$ cat src/rtl/mandel_frame_scheduler.sv
// Mandelbrot frame scheduler: snapshots frame config, dispatches raster pixels round-robin to
// iteration engines and retires their results in raster order with frame markers.
module mandel_frame_scheduler #(
    parameter int unsigned NUM_ENGINES = 4,
    parameter int unsigned X_SIZE      = 640,
    parameter int unsigned Y_SIZE      = 480,
    parameter int unsigned ITER_W      = 16
) (
    input  logic                          out_stream_aclk,
    input  logic                          periph_resetn,
    input  logic                          cfg_enable,
    input  logic [31:0]                   cfg_iter_max,
    input  logic [31:0]                   cfg_zoom,
    input  logic [31:0]                   cfg_x_offset,
    input  logic [31:0]                   cfg_y_offset,
    output logic [31:0]                   frame_iter_max,
    output logic [31:0]                   frame_zoom,
    output logic [31:0]                   frame_x_offset,
    output logic [31:0]                   frame_y_offset,
    output logic [NUM_ENGINES-1:0]        eng_start,
    output logic [$clog2(X_SIZE)-1:0]     eng_x,
    output logic [$clog2(Y_SIZE)-1:0]     eng_y,
    input  logic [NUM_ENGINES-1:0]        eng_done,
    input  logic [NUM_ENGINES*ITER_W-1:0] eng_iter,
    output logic [ITER_W-1:0]             pix_iter,
    output logic                          pix_valid,
    input  logic                          pix_ready,
    output logic                          pix_first,
    output logic                          pix_last_x,
    output logic                          pix_last_y,
    output logic                          frame_busy,
    output logic [15:0]                   frame_count
);
    localparam int unsigned XW = $clog2(X_SIZE);
    localparam int unsigned YW = $clog2(Y_SIZE);
    localparam int unsigned PW = $clog2(NUM_ENGINES);
    localparam logic [XW-1:0] XLast = XW'(X_SIZE - 1);
    localparam logic [YW-1:0] YLast = YW'(Y_SIZE - 1);

    typedef enum logic [1:0] {StIdle, StLatch, StRun, StDrain} state_e;
    typedef enum logic [1:0] {SlotFree, SlotBusy, SlotDone} slot_e;

    state_e                 r_state;
    state_e                 w_state_d;
    slot_e                  r_slot   [NUM_ENGINES];
    logic [ITER_W-1:0]      r_result [NUM_ENGINES];
    logic [PW-1:0]          r_dptr;
    logic [PW-1:0]          r_rptr;
    logic [XW-1:0]          r_dx;
    logic [YW-1:0]          r_dy;
    logic [XW-1:0]          r_rx;
    logic [YW-1:0]          r_ry;
    logic [NUM_ENGINES-1:0] r_eng_start;
    logic [XW-1:0]          r_eng_x;
    logic [YW-1:0]          r_eng_y;
    logic [31:0]            r_frame_iter_max;
    logic [31:0]            r_frame_zoom;
    logic [31:0]            r_frame_x_offset;
    logic [31:0]            r_frame_y_offset;
    logic [15:0]            r_frame_count;

    logic w_dispatch;
    logic w_disp_last;
    logic w_pix_valid;
    logic w_retire;
    logic w_ret_last;

    always_comb begin
        w_dispatch  = (r_state == StRun) && (r_slot[r_dptr] == SlotFree);
        w_disp_last = (r_dx == XLast) && (r_dy == YLast);
        w_pix_valid = (r_slot[r_rptr] == SlotDone);
        w_retire    = w_pix_valid && pix_ready;
        w_ret_last  = (r_rx == XLast) && (r_ry == YLast);
    end

    always_ff @(posedge out_stream_aclk) begin
        if (!periph_resetn) begin
            r_state <= StIdle;
        end else begin
            r_state <= w_state_d;
        end
    end

    always_comb begin
        w_state_d = r_state;
        unique case (r_state)
            StIdle:  if (cfg_enable) w_state_d = StLatch;
            StLatch: w_state_d = StRun;
            StRun:   if (w_dispatch && w_disp_last) w_state_d = StDrain;
            StDrain: if (w_retire && w_ret_last) w_state_d = cfg_enable ? StLatch : StIdle;
            default: w_state_d = StIdle;
        endcase
    end

    always_ff @(posedge out_stream_aclk) begin
        if (!periph_resetn) begin
            r_dptr           <= '0;
            r_rptr           <= '0;
            r_dx             <= '0;
            r_dy             <= '0;
            r_rx             <= '0;
            r_ry             <= '0;
            r_eng_start      <= '0;
            r_eng_x          <= '0;
            r_eng_y          <= '0;
            r_frame_iter_max <= '0;
            r_frame_zoom     <= '0;
            r_frame_x_offset <= '0;
            r_frame_y_offset <= '0;
            r_frame_count    <= '0;
            for (int k = 0; k < NUM_ENGINES; k++) begin
                r_slot[k]   <= SlotFree;
                r_result[k] <= '0;
            end
        end else begin
            r_eng_start <= '0;
            if (w_dispatch) begin
                r_eng_start <= NUM_ENGINES'(1) << r_dptr;
                r_eng_x     <= r_dx;
                r_eng_y     <= r_dy;
                r_dptr      <= r_dptr + PW'(1);
                if (r_dx == XLast) begin
                    r_dx <= '0;
                    r_dy <= (r_dy == YLast) ? '0 : r_dy + YW'(1);
                end else begin
                    r_dx <= r_dx + XW'(1);
                end
            end

            if (w_retire) begin
                r_rptr <= r_rptr + PW'(1);
                if (r_rx == XLast) begin
                    r_rx <= '0;
                    r_ry <= (r_ry == YLast) ? '0 : r_ry + YW'(1);
                end else begin
                    r_rx <= r_rx + XW'(1);
                end
                if (w_ret_last) r_frame_count <= r_frame_count + 16'd1;
            end

            if (r_state == StLatch) begin
                r_frame_iter_max <= cfg_iter_max;
                r_frame_zoom     <= cfg_zoom;
                r_frame_x_offset <= cfg_x_offset;
                r_frame_y_offset <= cfg_y_offset;
            end

            // Each slot transition is keyed on a distinct current state, so they never collide.
            for (int k = 0; k < NUM_ENGINES; k++) begin
                if (w_dispatch && (r_dptr == PW'(k))) begin
                    r_slot[k] <= SlotBusy;
                end else if (eng_done[k] && (r_slot[k] == SlotBusy)) begin
                    r_slot[k]   <= SlotDone;
                    r_result[k] <= eng_iter[k*ITER_W +: ITER_W];
                end else if (w_retire && (r_rptr == PW'(k))) begin
                    r_slot[k] <= SlotFree;
                end
            end
        end
    end

    assign frame_iter_max = r_frame_iter_max;
    assign frame_zoom     = r_frame_zoom;
    assign frame_x_offset = r_frame_x_offset;
    assign frame_y_offset = r_frame_y_offset;
    assign frame_count    = r_frame_count;
    assign frame_busy     = (r_state != StIdle);
    assign eng_start      = r_eng_start;
    assign eng_x          = r_eng_x;
    assign eng_y          = r_eng_y;
    assign pix_valid      = w_pix_valid;
    assign pix_iter       = r_result[r_rptr];
    assign pix_first      = w_pix_valid && (r_rx == '0) && (r_ry == '0);
    assign pix_last_x     = w_pix_valid && (r_rx == XLast);
    assign pix_last_y     = w_pix_valid && w_ret_last;

endmodule

$ cat config.mk
export PLATFORM = sky130hd
export DESIGN_NAME = mandel_frame_scheduler
export DESIGN_NICKNAME = d
export VERILOG_FILES = /design/src/rtl/mandel_frame_scheduler.sv
export SDC_FILE = /design/constraint.sdc
export NUM_CORES = 1
export LEC_CHECK = 0
export BUFFER_PORTS_ARGS = -buffer_cell sky130_fd_sc_hd__buf_2
export CORE_MARGIN = 3
export CORE_UTILIZATION = 46
export CTS_CLUSTER_SIZE = 30
export DETAILED_ROUTE_END_ITERATION = 8
export PLACE_DENSITY_LB_ADDON = 0.2
export SLEW_MARGIN = 20
export SYNTH_ARGS = -nofsm -noshare
export SYNTH_HDL_FRONTEND = slang
export SYNTH_SLANG_ARGS = --single-unit
$ cat constraint.sdc
create_clock -name out_stream_aclk -period 2.8 [get_ports out_stream_aclk]
set_input_delay 0.56 -clock out_stream_aclk [delete_from_list [all_inputs] [get_ports out_stream_aclk]]
set_output_delay 0.56 -clock out_stream_aclk [all_outputs]
set_load 0.005 [all_outputs]
==> metrics.yaml <==
floorplanning:
  die_h_um: 165
  fp.coreArea_mm2: 0.0246
  die_w_um: 165
  ios: 388
  rows: 57
  initial_core_util: 0.474
  dieArea_mm2: 0.0273
sta:
  worstMarginPinSlew_ns: 0.558
  finalHoldViolCount: 0
  relSlewSlack: 0.622
  hold-worst-slack_ns: 0.244
  min_period_ns: 2.68
  max_freq_mhz: 374
  fin_worst_skew_ns: 0.0149
  setup_violations: 0
  slew_viol_final: 0
  timing.final.crit_share: 0.956
  fin_ws_ns: 0.123
final_layout:
  nets: 1689
  fill_cells: 2107
  final_util: 0.610
  multiInputGateArea_mm2: 0.00488
  ff_latch_area_mm2: 0.00647
  area_growth_pct: 28.8
  drive_gt1_frac: 0.332
place:
  post-place-ws_ns: 0.153
  place_hpwl_um: 22500
  gp_congestion: 0.826
  port_buffers: 387
logic_synthesis:
  synth_compound_area_frac: 0.0425
  synth_seq_area_share: 0.555
  synthAdderAreaFrac: 0.0215
  synth_xor_xnor_area_share: 0.0203
  syn_nets: 1304
  synth_mux_area_frac: 0.146
  synth.avg_cell_area_um2: 10.8
  synth_cells: 1084
  synth_edf_count: 72
  synth_top_family_by_area: "simple AND/OR/NAND/NOR gates"
  synthFlopType: "dfxtp_1"
  netlist_area_mm2: 0.0117
  ys_ff_latch: 287
  synth-simple-area-share: 0.185
  synth_warnings: 0
  async_flop_share: 0
  synthDistinctLibCells: 52
clock_tree:
  root_buffer: "clkbuf_16"
  ctsHoldBuffers: 0
  clk_pin_slew_ns: 0.06
  clk_path_buf_depth: 3
  clkLatencyLatePin_ns: 0.54
  cts.sinks: 287
  htreeDepth: 1
  cts_tree: "built"
  cts_buffers: 30
global_routing:
  grt_pass1_wl_um: 47600
  antenna_found_initial: 1
  grt_pass1_vias: 9138
  grt_overflow: 0
  groute.usage.overall: 0.217
  grt_max_degree: 107
pwr:
  p_leak_nw: 6.60
  ir_worst_vdd_uv: 547
  powerDensity_mw_per_mm2: 777
drt:
  drtIter0Drc: 493
  viasPerCell: 5.06
  via_count: 9196
  routedWlPerCell_um: 17.2
  wl_um: 31200
  antenna_left: 0
  dr.pass1.iters: 5
  drcViolationCount: 0
critical_path:
  cp.arrival_ns: 2.12
  end_kind: "output port"
  critPathMaxFanout: 6
  start_kind: "register"
  reg2reg_slack_ns: 0.16
  criticalPathCategory: "register to output port"
  cp.required_ns: 2.24
status:
  status: "finished clean"
worst_hold_path:
  holdCritPathClass: "input port to register"
job:
  max_cap_violations: 0
layout make-up:
cell class / instances / area share
inverters: 25 / 0.00692
multi-input cells: 713 / 0.325
clock buffers: 47 / 0.0606
flip-flops and latches: 287 / 0.431
repair buffers: 412 / 0.145
clock inverters: 8 / 0.00450
diodes: 1 / 0.000167
well taps: 324 / 0.0270
flip-flops by register name, summed over array words and instances, names as in the netlist, 10 cells and up, named ones only:
signal          flops
r_dx               10
frame_zoom         32
r_result           64
frame_y_offset     32
frame_x_offset     32
r_rx               10
eng_x              10
frame_iter_max     32
frame_count        16
final timing paths:
path | start | endpoint | depth (start not counted)
max | r_ry[0] | pix_last_y | 5
min reg2reg | eng_y[8] | eng_y[8] | 2
max reg2reg | r_slot[3][0] | frame_count[11] | 6
min | cfg_zoom[8] | frame_zoom[8] | 3
layer usage:
metal  GRT usage  routed length, µm  vias up
met5           0                  0        -
met4      0.0606                749        0
met3      0.0621               2680       48
met2       0.375              15500      321
met1       0.264              12300     4290
li1            -                  -     4537
layout by cell type, fill, tap and decap left out, drive strengths merged, types with 7 or more instances in the layout:
master / count
a21oi: 50
mux4: 18
nand4: 21
and2: 73
o31ai: 8
nor4: 8
and3: 17
nand3: 20
xnor2: 9
ha: 20
xor2: 18
inv: 24
or3: 14
clkbuf: 47
o21ai: 16
dfxtp: 215
nor2: 170
nor3: 7
edfxtp: 72
clkinv: 7
or4: 9
buf: 412
nand2: 70
mux2i: 129
critical path: stages (launching register included):
cell	delay, ns
dfxtp_2	0.37
ha_2	0.23
nand3_2	0.11
or4b_4	0.53
nor3_2	0.19
buf_2	0.14
stage by stage:
stage          std cells  area (µm²)  TNS [ns]  power [W]
2_1_floorplan       1084       11700         0    0.00676
3_3_place_gp        1760       14000         0    0.00777
3_5_place_dp        1760       14000         0    0.00784
4_1_cts             1816       15000         0     0.0118
5_1_grt             1817       15000  -0.00194     0.0123
6_report            1817       15000         0     0.0117
synth_stat cells, types with 2 or more instances:
master      n  area (µm²)
xor2_1     18         158
o31ai_1     8        60.1
clkbuf_1   48         180
a211oi_1    2        15.0
nand3_2     2        20.0
or4_1       8        60.1
clkbuf_8    2        27.5
o21ai_1     3        15.0
buf_2       2        10.0
nor2_1    169         634
mux4_2     18         405
nand3b_1    5        37.5
edfxtp_1   72        2160
buf_1       4        15.0
nor3_1      7        35.0
xnor2_1     9        78.8
inv_1      24        90.1
nand3_1    18        90.1
a211o_1     2        17.5
dfxtp_1   215        4300
and3_1     16         100
o21ai_0    13        65.1
o21a_1      2        15.0
buf_6       3        33.8
and4_1      6        52.6
nand2b_1    6        37.5
a21oi_1    50         250
nor4_1      8        50.1
nand4_1    20         125
mux2i_1   129        1290
and2_1     73         457
or3_1      14        87.6
nand2_1    70         263
ha_1       20         250
power breakdown:
| part | total (W) | switching (W) | internal [W] |
|---|---|---|---|
| clock network | 0.00393 | 0.00162 | 0.00231 |
| logic | 0.00273 | 0.00140 | 0.00132 |
| registers | 0.00501 | 0.000254 | 0.00476 |
| total | 0.0117 | 0.00327 | 0.00840 |
timing repair:
action	CTS	global route
setup endpoints to repair	3	2
resized for setup	1	5
pin swaps	0	1
buffers inserted	1	0
cell families (layout without fill, tap and decap cells):
| kind of cell | Yosys count | in the layout |
|---|---|---|
| simple gates | 432 | 432 |
| flops | 287 | 287 |
| other cells | 0 | 1 |
| xor+xnor | 27 | 27 |
| compound gates | 87 | 87 |
| buf+inv | 84 | 492 |
| mux | 147 | 147 |
| fa+ha+maj | 20 | 20 |
Note: power is estimated with default switching activity, not from simulation.
